$ cat src/rtl/multi_mode_ff_bank.sv
// -----------------------------------------------------------------------------
// multi_mode_ff_bank
//   A bank of WIDTH flip-flops whose per-edge update rule is chosen at run
//   time from SR, JK, D or T. The bank also watches for the forbidden SR input
//   (S=R=1). Each bit that sees it sets a sticky flag, and a saturating counter
//   counts the clock edges on which at least one such conflict occurred.
//
// Parameters
//   WIDTH        number of flip-flops
//   RST_VAL      value loaded into q on reset
//   SR_CONFLICT  SR-mode action for S=R=1: 0 hold, 1 set wins, 2 reset wins
//                (any other value behaves as hold)
//   CNT_W        width of err_cnt_o
//
// Ports
//   clk        rising-edge clock
//   rst        asynchronous active-high reset
//   en_i       update enable
//   mode_i     00 SR, 01 JK, 10 D, 11 T
//   a_i        S / J / D / T per bit
//   b_i        R / K per bit (ignored in D and T modes)
//   clr_err_i  synchronous clear of err_o / err_cnt_o
//   q_o        registered state
//   qn_o       combinational ~q_o
//   err_o      sticky per-bit SR-conflict flags
//   err_cnt_o  saturating count of edges with at least one conflict
// -----------------------------------------------------------------------------
module multi_mode_ff_bank #(
  parameter int               WIDTH       = 4,
  parameter logic [WIDTH-1:0] RST_VAL     = '0,
  parameter int               SR_CONFLICT = 0,
  parameter int               CNT_W       = 8
) (
  input  logic             clk,
  input  logic             rst,
  input  logic             en_i,
  input  logic [1:0]       mode_i,
  input  logic [WIDTH-1:0] a_i,
  input  logic [WIDTH-1:0] b_i,
  input  logic             clr_err_i,
  output logic [WIDTH-1:0] q_o,
  output logic [WIDTH-1:0] qn_o,
  output logic [WIDTH-1:0] err_o,
  output logic [CNT_W-1:0] err_cnt_o
);

  localparam logic [1:0] MODE_SR = 2'b00;
  localparam logic [1:0] MODE_JK = 2'b01;
  localparam logic [1:0] MODE_D  = 2'b10;
  localparam logic [1:0] MODE_T  = 2'b11;

  localparam logic [CNT_W-1:0] CNT_MAX = '1;
  localparam logic [CNT_W-1:0] CNT_ONE = {{(CNT_W-1){1'b0}}, 1'b1};

  logic [WIDTH-1:0] q_q, q_d;
  logic [WIDTH-1:0] err_q, err_d;
  logic [CNT_W-1:0] cnt_q, cnt_d;

  logic [WIDTH-1:0] conflict;
  logic             any_conflict;
  logic [WIDTH-1:0] sr_set, sr_clr, sr_next;

  // Conflicts only exist when the SR rule is actually being applied.
  assign conflict     = (en_i && (mode_i == MODE_SR)) ? (a_i & b_i) : '0;
  assign any_conflict = |conflict;

  // Unambiguous set/clear first; conflicting bits then resolved by policy.
  assign sr_set = a_i & ~b_i;
  assign sr_clr = b_i & ~a_i;

  always_comb begin
    sr_next = (q_q & ~sr_clr) | sr_set;
    if (SR_CONFLICT == 1) begin
      sr_next = sr_next | (a_i & b_i);
    end else if (SR_CONFLICT == 2) begin
      sr_next = sr_next & ~(a_i & b_i);
    end
  end

  always_comb begin
    q_d = q_q;
    if (en_i) begin
      case (mode_i)
        MODE_SR: q_d = sr_next;
        MODE_JK: q_d = (a_i & ~q_q) | (~b_i & q_q);
        MODE_D:  q_d = a_i;
        MODE_T:  q_d = q_q ^ a_i;
        default: q_d = q_q;
      endcase
    end
  end

  // A conflict on the same edge as a clear survives the clear.
  always_comb begin
    err_d = err_q | conflict;
    cnt_d = cnt_q;
    if (clr_err_i) begin
      err_d = conflict;
      cnt_d = any_conflict ? CNT_ONE : '0;
    end else if (any_conflict && (cnt_q != CNT_MAX)) begin
      cnt_d = cnt_q + CNT_ONE;
    end
  end

  always_ff @(posedge clk or posedge rst) begin
    if (rst) begin
      q_q   <= RST_VAL;
      err_q <= '0;
      cnt_q <= '0;
    end else begin
      q_q   <= q_d;
      err_q <= err_d;
      cnt_q <= cnt_d;
    end
  end

  assign q_o       = q_q;
  assign qn_o      = ~q_q;
  assign err_o     = err_q;
  assign err_cnt_o = cnt_q;

endmodule

$ cat config.mk
export PLATFORM = sky130hd
export DESIGN_NAME = multi_mode_ff_bank
export DESIGN_NICKNAME = d
export VERILOG_FILES = /design/src/rtl/multi_mode_ff_bank.sv
export SDC_FILE = /design/constraint.sdc
export NUM_CORES = 1
export LEC_CHECK = 0
export CORE_MARGIN = 2
export CORE_UTILIZATION = 50
export DETAILED_ROUTE_END_ITERATION = 16
export DONT_BUFFER_PORTS = 1
export PLACE_DENSITY = 0.68
export SLEW_MARGIN = 20
export SYNTH_ARGS = -nofsm -noshare
export SYNTH_HDL_FRONTEND = slang
export SYNTH_SLANG_ARGS = --single-unit
$ cat constraint.sdc
create_clock -name clk -period 1.4 [get_ports clk]
set_input_delay 0.28 -clock clk [delete_from_list [all_inputs] [get_ports clk]]
set_output_delay 0.28 -clock clk [all_outputs]
set_load 0.02 [all_outputs]
==> results of run 1 <==
[worst register-to-register path: cells and delay by family, from the launching register on]
kind                     cells  cell delay (ns)
AND/OR/NAND/NOR              3             0.60
flip-flops                   1             0.43
adder cells (fa/ha/maj)      1             0.17
buffers and inverters        1             0.16
AO/OA/AOI/OAI                1             0.11
[cells in the mapped netlist]
cell type,instances
and3_1,1
nand2_1,13
a21o_1,1
nand4_1,2
or3_1,2
a41o_1,1
o2bb2ai_1,4
nor2_1,2
o31ai_1,5
buf_2,1
o311ai_0,1
o22ai_1,3
ha_1,1
clkinv_1,1
inv_1,9
or4_1,4
a22o_1,1
a221o_1,1
a22oi_1,4
nand3_1,3
o41ai_1,1
nor3_1,1
o221ai_1,1
or3b_4,1
clkbuf_1,2
o21ai_0,10
a21oi_1,5
dfrtp_1,16
mux2i_1,2
buf_6,1
nand3b_1,2
o211ai_1,2
[sequential cells by signal, indices dropped and copies added, names as in the netlist]
| name | flops |
|---|---|
| err_cnt_o | 8 |
| err_o | 4 |
| q_o | 4 |
[power breakdown]
part | leakage, nW | total [mW] | internal [mW] | switching (mW)
Clock | 0.0210 | 0.319 | 0.159 | 0.161
Combinational | 0.310 | 0.243 | 0.110 | 0.133
Sequential | 0.207 | 0.582 | 0.501 | 0.0810
Total | 0.537 | 1.14 | 0.770 | 0.375
[routing by layer]
metal	global-route usage (%)	share of wire, %
met1	33.4	42
met2	36.2	49
met3	6.92	6.9
met4	11.1	2.3
met5	0	0
[per-stage QoR]
stage          utilization [%]  power, mW
3_5_place_dp              63.8      0.816
5_1_grt                   70.6       1.20
2_1_floorplan                -      0.744
3_3_place_gp              63.8      0.806
4_1_cts                   69.2       1.15
6_report                  70.6       1.14
[worst min-delay path by stage]
stage,startpoint,to,slack [ns],cells after the start
2_1_floorplan,rst,err_cnt_o[1]$_DFFE_PP0P_,0.19,1
3_3_place_gp,rst,q_o[0]$_DFFE_PP0P_,0.19,2
3_5_place_dp,rst,q_o[0]$_DFFE_PP0P_,0.19,2
4_1_cts,clr_err_i,err_cnt_o[5]$_DFFE_PP0P_,0.02,1
5_1_grt,clr_err_i,err_cnt_o[6]$_DFFE_PP0P_,0.001,1
6_report,clr_err_i,err_cnt_o[6]$_DFFE_PP0P_,0.02,1
[cell type report]
cell class	instances	area, µm²
multi-input cells	74	538
flip-flops and latches	16	407
clock buffers	4	36.3
repair buffers	24	183
inverters	10	37.5
fillers	138	513
well taps	25	31.3
[layout by cell type (no fill, tap or decap), types with 2 or more instances in the layout]
cell type / count
buf_4: 23
nand2_1: 13
dfrtp_1: 11
inv_1: 9
o21ai_0: 9
o31ai_1: 5
dfrtp_2: 5
o2bb2ai_1: 4
a22oi_1: 4
nand3_1: 3
a21oi_1: 3
o22ai_1: 3
clkbuf_4: 3
nand4_1: 2
or3_1: 2
or4_1: 2
o211ai_1: 2
mux2i_1: 2
or4_4: 2
a21oi_2: 2
nand3b_1: 2
[cells by family (layout without fill, tap and decap cells)]
logic type      Yosys count  in the layout  share of synthesized area [%]
flops                    16             16                           43.0
compound gates           40             40                           29.4
simple gates             31             31                           17.6
fa+ha+maj                 1              1                           1.34
buf+inv                  14             38                           6.58
mux                       2              2                           2.15
[what timing repair did]
item	4_1_cts	5_1_grt
pin swaps	3	1
gates resized for setup	9	9
buffers inserted	0	0
hold buffers	1	0
setup endpoints to repair	9	12
endpoints found under the hold margin	16	0
==> summary.txt, run 1 <==
Run status
  • Outcome: finished, violations left
  • Failing checks: negative setup slack

Worst setup path
  • Worst path depth: 6
  • Critical R2R Launch: err_cnt_o[0]$_DFFE_PP0P_
  • CP delay by family, top: simple AND/OR/NAND/NOR gates
  • Critical path buffers and inverters: 1
  • Critical path origin: err_cnt_o[0]$_DFFE_PP0P_
  • Critical Path End Type: register
  • Reg-to-reg endpoint: err_cnt_o[2]$_DFFE_PP0P_
  • Slowest stage cell on the critical path: dfrtp_2
  • CP startpoint kind: register
  • CP Class: reg -> reg
  • R2R cell count: 6
  • Worst setup path endpoint: err_cnt_o[2]$_DFFE_PP0P_
  • Worst Path Arrival: 1.76 ns
  • Critical Path RT: 1.65 ns
  • Worst path max stage delay: 0.43 ns
  • R2R Setup Slk: -0.12 ns
  • Max Fanout on Critical Path: 3
  • Crit path cell chain: ha_4 -> nand4_1 -> o21ai_1 -> buf_4 -> or4_4 -> nand2_1

Floorplan
  • Core Area: 1750 µm²
  • Die Area: 2230 µm²
  • Die Wd: 47.2 µm
  • Top-level I/O count: 34
  • Starting density of the core: 53.4%
  • Die Span Y: 47.2 µm
  • Row count: 15

Clock network
  • Root Buffer: clkbuf_4
  • CTS sink cnt: 16
  • CTS max path bufs: 2
  • Clock-pin slew on the worst setup and hold paths: 0.10 ns
  • TritonCTS buffer count: 3
  • CTS tree: done
  • H-tree depth: 1
  • Clock latency on the worst-skew pair: 0.30 ns

Timing
  • RSZ-0062 raised after global routing: true
  • Worst Hold Slack: 0.0176 ns
  • Final WS setup: -0.117 ns
  • Tmin final: 1.52 ns
  • Final Max Slew Viols: 0
  • Slew margin rel.: 79.6%
  • Final period util: 108%
  • Fmax: 659 MHz
  • Clk_skew: 0.00875 ns
  • Worst-margin pin slew: 0.304 ns
  • Setup tns final: -0.475 ns
  • Setup violations, final: 7
  • Final count of hold timing violations: 0

Min path
  • Min-delay worst type: in -> reg

Routing
  • Iter 0 DRT Violations: 19
  • Via density: 6.03
  • Routed vias: 923
  • # DRC: 0
  • DR WL/cell: 16.3 µm
  • Drt total wl: 2490 µm
  • Iteration count of the initial detailed-routing pass: 4
  • Routed Antenna Nets: 0

Cells and area
  • Nets: 144
  • Layout area overhead: 32.2%
  • Antenna Cells: 0
  • Non-filler cells in the finished layout: 153
  • Cell area after layout: 1230 µm²
  • Fraction of layout cells with a size suffix above 1: 33.6%

Global route
  • First-pass GRT wire length: 3780 µm
  • Gr ovfl total: 0
  • Pin count of the biggest net entering global routing: 17
  • Initial antenna violation count: 0
  • Vias in the first global route: 853
  • GR Util All Layers: 24.5%

Power
  • Pwr/cell area: 928 nW/µm²
  • Worst VDD drop: 0.000740 V
  • Leakage: 0.537 nW

Logic synthesis
  • Sequential fraction of the synthesis area: 43.0%
  • Synth warn: 0
  • Yosys top cell area share: 43.0%
  • Cell accounting for the most synthesized area: dfrtp_1
  • Synth Instances: 104
  • Synthesized area per cell: 8.96 µm²
  • Post-synthesis cell type count: 32
  • Area contributors post-synth: dfrtp_1, o21ai_0, nand2_1
  • Syn nets: 119
  • #FFs+latches synth: 16
  • Mapped Area: 932 µm²

Placement
  • GPL Wtd Cong: 0.849
  • Placed Cells: 148
  • Place WS: -0.317 ns
  • Port bufs: 0
  • Hpwl dp: 1810 µm
  • Placed Area: 1110 µm²

Flow run
  • Max Cap Viol: 0
(Power assumes the default switching activity.)
==> inputs of run 2 (changes only) <==
ABC_AREA = 1   (was not set)
CORE_UTILIZATION = 25   (was 50)
PLACE_DENSITY = not set   (was 0.68)
==> summary.txt, run 2 <==
Run status
  • Outcome: finished clean

Worst setup path
  • Worst Path Arrival: 1.53 ns
  • CP startpoint kind: register
  • Critical Path End Type: register
  • Max Fanout on Critical Path: 3
  • R2R Setup Slk: 0.01 ns
  • Critical Path RT: 1.54 ns
  • CP Class: reg -> reg

Timing
  • Final count of hold timing violations: 0
  • Setup violations, final: 0
  • Final Max Slew Viols: 0
  • Clk_skew: 0.000976 ns
  • RSZ-0062 raised after global routing: true
  • Final period util: 99.0%
  • Fmax: 722 MHz
  • Worst-margin pin slew: 0.332 ns
  • Setup tns final: 0 ns
  • Slew margin rel.: 77.9%
  • Tmin final: 1.39 ns

Power
  • Worst VDD drop: 0.000263 V
  • Pwr/cell area: 906 nW/µm²
  • Pwr Total: 1.19 mW
  • Leakage: 0.665 nW

Floorplan
  • Die Span Y: 68.5 µm
  • Row count: 23
  • Core Area: 4000 µm²
  • Starting density of the core: 26.0%
  • Top-level I/O count: 34
  • Die Wd: 68.5 µm
  • Die Area: 4700 µm²

Cells and area
  • Register area: 403 µm²
  • Layout area overhead: 25.6%
  • Antenna Cells: 0
  • Most frequent cells in the layout: nand2_1, nand3_1, inv_1, o21ai_0, dfrtp_1
  • Filler cells: 426
  • Fraction of layout cells with a size suffix above 1: 23.5%
  • Footprint of the multi-input gates: 593 µm²
  • Nets: 178
  • Commonest non-fill, non-tap cell in the layout: nand2_1
  • Max reg flops: 8

Logic synthesis
  • Synthesized area per cell: 7.28 µm²
  • Synth warn: 0
  • Syn nets: 158
  • Cell accounting for the most synthesized area: dfrtp_1
  • Async SR Flop Fraction: 100%
  • Mapped Area: 1040 µm²
  • #FFs+latches synth: 16
  • Synth Instances: 143
  • Most frequent cell after synthesis: nand2_1
  • Post-synthesis cell type count: 19
  • Commonest cells in the netlist: nand2_1, nand3_1, dfrtp_1, inv_1, o21ai_0
  • Sequential fraction of the synthesis area: 38.5%
  • Yosys top cell area share: 38.5%
  • Area contributors post-synth: dfrtp_1, nand2_1, nand3_1
  • Post-synth EDFFs: 0
  • Main synth FF type: dfrtp_1

Clock network
  • CTS sink cnt: 16
  • Root Buffer: clkbuf_8
  • Clock-pin slew on the worst setup and hold paths: 0.07 ns
  • CTS tree: done
  • Clock latency on the worst-skew pair: 0.25 ns
  • TritonCTS buffer count: 3
  • H-tree depth: 1
  • CTS max path bufs: 2

Placement
  • Port bufs: 0
  • Hpwl dp: 1950 µm
  • GPL Wtd Cong: 0.743

Global route
  • Vias in the first global route: 963
  • Pin count of the biggest net entering global routing: 18
  • Initial antenna violation count: 0
  • Gr ovfl total: 0
  • GR Util All Layers: 12.4%
  • First-pass GRT wire length: 4350 µm

Routing
  • Iter 0 DRT Violations: 38
  • Routed vias: 1025
  • Iteration count of the initial detailed-routing pass: 4
  • Routed Antenna Nets: 0
  • Drt total wl: 2720 µm
  • # DRC: 0
  • Via density: 4.83
  • DR WL/cell: 12.8 µm

Min path
  • Min-delay worst type: in -> reg

Flow run
  • Max Cap Viol: 0
[run 2: cell count changes after synthesis, sizes merged, moves of 3 or more]
cell and delta:
a22o +3, a22oi -4, inv +11, nand2 +25, nand3 +16, nor2 +10, o21ai +8, o22ai -3
o2bb2ai -4, o31ai -5, or4 -4, xor2 +4
[run 2: worst paths after layout]
kind,startpoint,end,cells past startpoint
max,err_cnt_o[1]$_DFFE_PP0P_,err_cnt_o[6]$_DFFE_PP0P_,7
min,en_i,q_o[3]$_DFFE_PP0P_,1
max reg2reg,err_cnt_o[1]$_DFFE_PP0P_,err_cnt_o[6]$_DFFE_PP0P_,7
min reg2reg,err_cnt_o[2]$_DFFE_PP0P_,err_cnt_o[2]$_DFFE_PP0P_,2
max in group asynchronous,rst,err_cnt_o[0]$_DFFE_PP0P_,3
min in group asynchronous,rst,err_cnt_o[2]$_DFFE_PP0P_,3
[run 2: final cells by class]
class	instances	area share [%]
multi-input cells	107	45.4
flip-flops and latches	16	30.8
repair buffers	15	9.09
inverters	20	5.74
well taps	50	4.78
clock buffers	4	4.21
[run 2: repair_timing]
item,4_1_cts,5_1_grt
hold endpoints to repair,16,0
hold buffers,1,0
resized for setup,0,6
setup endpoints to repair,0,8
buffers inserted,0,1
[run 2: worst max-delay path: stages, from the launching register on]
cell,delay (ns)
dfrtp_2,0.39
ha_4,0.15
nand3_2,0.09
nor2_2,0.17
nand3_2,0.15
buf_6,0.17
nand4_1,0.09
nand2_1,0.07
[run 2: power by group]
group	leakage, nW	total (mW)	internal, mW	switching (mW)
Combinational	0.424	0.222	0.0819	0.141
Sequential	0.213	0.544	0.489	0.0550
Clock	0.0288	0.418	0.249	0.169
[run 2: metrics by stage]
stage / area [µm²] / cells / hold slack, ns / setup WS (ns) / utilization [%]
after floorplan: 1050 / 143 / 0.194 / 0.0167 / -
after global placement: 1200 / 205 / 0.210 / 0.0867 / 30.1
after detailed placement: 1200 / 205 / 0.207 / 0.0713 / 30.1
after CTS: 1270 / 210 / 0.121 / 0.0562 / 31.7
after global routing: 1310 / 212 / 0.123 / -0.0761 / 32.7
final: 1310 / 212 / 0.126 / 0.0146 / 32.7
[run 2: routing by layer]
layer	GRT usage, %	up-vias	wire length [µm]
met5	0	-	0
met4	5.50	0	48
met3	3.57	6	212
met2	18.3	36	1270
met1	16.6	470	1190
li1	-	513	-
[run 2: cell families after synthesis]
group / Yosys count / synth area share [%]
DFF: 16 / 38.5
buffers and inverters: 21 / 7.57
and+or+nand+nor: 74 / 34.3
xor gates and xnor gates: 4 / 3.37
AOI/OAI and AO/OA: 27 / 15.1
adders and majority gates: 1 / 1.20
==> inputs of run 3 (changes only) <==
CORE_MARGIN = 4   (was 2)
CORE_UTILIZATION = 45   (was 25)
==> summary.txt, run 3 (same netlist as run 2, synthesis figures left out) <==
Global route
  • Initial antenna violation count: 0
  • Pin count of the biggest net entering global routing: 18
  • Met2 Use GR: 27.0%
  • Vias in the first global route: 971
  • Gr ovfl total: 0
  • GR Util All Layers: 17.5%
  • First-pass GRT wire length: 4350 µm
  • Met1 usage: 21.8%
  • Gr busiest metal: met2
  • GRT met3 Usage: 7.19%

Worst setup path
  • Crit path cell chain: ha_4 -> nand3_1 -> nor2_2 -> nand3_2 -> nand2_4 -> nand2_4 -> nand2_2 -> nand2_1
  • Critical R2R Launch: err_cnt_o[1]$_DFFE_PP0P_
  • Max Fanout on Critical Path: 5
  • CP startpoint kind: register
  • Reg-to-reg endpoint: err_cnt_o[0]$_DFFE_PP0P_
  • Slowest stage cell on the critical path: dfrtp_2
  • Worst path max stage delay: 0.40 ns
  • R2R cell count: 8
  • Worst Path Arrival: 1.54 ns
  • Critical Path RT: 1.60 ns
  • CP Class: reg -> reg
  • Critical Path End Type: register
  • Crit-path most repeated cell: nand2_4
  • R2R Setup Slk: 0.05 ns

Timing
  • Final period util: 96.1%
  • Final count of hold timing violations: 0
  • Slew margin rel.: 79.6%
  • Setup violations, final: 0
  • Setup tns final: 0 ns
  • RSZ-0062 raised after global routing: true
  • Clk_skew: 0.00355 ns
  • Fmax: 743 MHz
  • Tmin final: 1.35 ns
  • Final Max Slew Viols: 0
  • Worst-margin pin slew: 0.305 ns

Cells and area
  • Finished Core Util: 58.9%
  • Nets: 184
  • Max reg flops: 8
  • Most frequent cells in the layout: nand2_1, buf_4, nand3_1
  • Fraction of layout cells with a size suffix above 1: 28.0%
  • Antenna Cells: 0
  • Layout area overhead: 25.1%
  • Non-filler cells in the finished layout: 196
  • Commonest non-fill, non-tap cell in the layout: nand2_1
  • Cell area after layout: 1300 µm²

Min path
  • Worst Hold End: q_o[3]$_DFFE_PP0P_
  • Hold Path Stages: 1
  • Min-delay worst type: in -> reg
  • Hold path start: en_i

Clock network
  • H-tree depth: 1
  • CTS tree: done
  • TritonCTS buffer count: 3
  • CTS max path bufs: 2
  • Clock latency on the worst-skew pair: 0.30 ns
  • CTS sink cnt: 16
  • Root Buffer: clkbuf_4
  • Clock-pin slew on the worst setup and hold paths: 0.10 ns

Routing
  • Routed Antenna Nets: 0
  • # DRC: 0
  • DR WL/cell: 13.6 µm
  • Iteration count of the initial detailed-routing pass: 4
  • Routed vias: 1042
  • Drt total wl: 2670 µm
  • Via density: 5.32
  • Iter 0 DRT Violations: 27

Power
  • Worst VDD drop: 0.000513 V
  • Pwr/cell area: 843 nW/µm²
  • Leakage: 0.680 nW
  • Pwr Total: 1.10 mW

Flow run
  • Max Cap Viol: 0

Placement
  • Hpwl dp: 1920 µm
  • Placed Area: 1190 µm²
  • Placed Cells: 185
  • Port bufs: 0
  • GPL Wtd Cong: 0.764

Floorplan
  • Die Wd: 56.1 µm
  • Core Area: 2210 µm²
  • Starting density of the core: 47.1%
  • Row count: 17
  • Top-level I/O count: 34
  • Die Span Y: 56.1 µm
  • Die Area: 3150 µm²

Run status
  • Outcome: finished clean
[run 3: cell types whose count changed in the layout (fill, tap and decap cells not counted), moves of 3 or more]
cell and change:
buf_4 +7, clkbuf_4 +3, clkbuf_8 -3, dfrtp_1 -4, dfrtp_2 +4
[run 3: worst max path at each step]
| stage | from | to | slack, ns | cells past startpoint |
|---|---|---|---|---|
| 6_report | err_cnt_o[1]$_DFFE_PP0P_ | err_cnt_o[0]$_DFFE_PP0P_ | 0.05 | 8 |
| 5_1_grt | err_cnt_o[1]$_DFFE_PP0P_ | err_cnt_o[3]$_DFFE_PP0P_ | -0.03 | 8 |
| 4_1_cts | q_o[2]$_DFFE_PP0P_ | qn_o[2] | 0.02 | 2 |
| 3_5_place_dp | err_cnt_o[0]$_DFFE_PP0P_ | err_cnt_o[0]$_DFFE_PP0P_ | 0.06 | 8 |
| 3_3_place_gp | err_cnt_o[0]$_DFFE_PP0P_ | err_cnt_o[3]$_DFFE_PP0P_ | 0.11 | 8 |
| 2_1_floorplan | err_cnt_o[0]$_DFFE_PP0P_ | err_cnt_o[0]$_DFFE_PP0P_ | 0.02 | 8 |
[run 3: area by class of cell]
| class | instances | area (µm²) |
|---|---|---|
| multi-input combinational | 107 | 588 |
| inverter | 20 | 75.1 |
| clock buffer | 4 | 36.3 |
| sequential | 16 | 408 |
| tap | 28 | 35.0 |
| fill | 220 | 910 |
| timing repair buffer | 21 | 160 |
[run 3: layer usage]
layer	share of wire, %	wire, µm
met1	44	1180
met2	47	1260
met3	7.3	195
met4	1.5	39
met5	0	0
[run 3: stage by stage]
stage | setup WS (ns) | hold slack [ns]
after floorplan | 0.0167 | 0.194
after global placement | 0.105 | 0.197
after detailed placement | 0.0595 | 0.196
after CTS | 0.0202 | 0.0473
after global routing | -0.0323 | 0.0506
final | 0.0548 | 0.0532
[run 3: repair_timing]
action / CTS / global route
endpoints found under the setup margin: 0 / 9
hold buffers: 1 / 0
endpoints found under the hold margin: 16 / 0
gates resized for setup: 0 / 8
setup buffers: 0 / 5
[run 3: worst max-delay path: cells and delay by family, from the launching register on]
family | cells | cell delay (ns)
and+or+nand+nor | 7 | 0.70
DFF | 1 | 0.40
adders and majority gates | 1 | 0.14
[run 3: report_power, final]
group	switching, mW	internal [mW]	leakage, nW
Clock	0.160	0.159	0.0210
Sequential	0.0544	0.493	0.208
Combinational	0.144	0.0889	0.451
Total	0.358	0.740	0.680
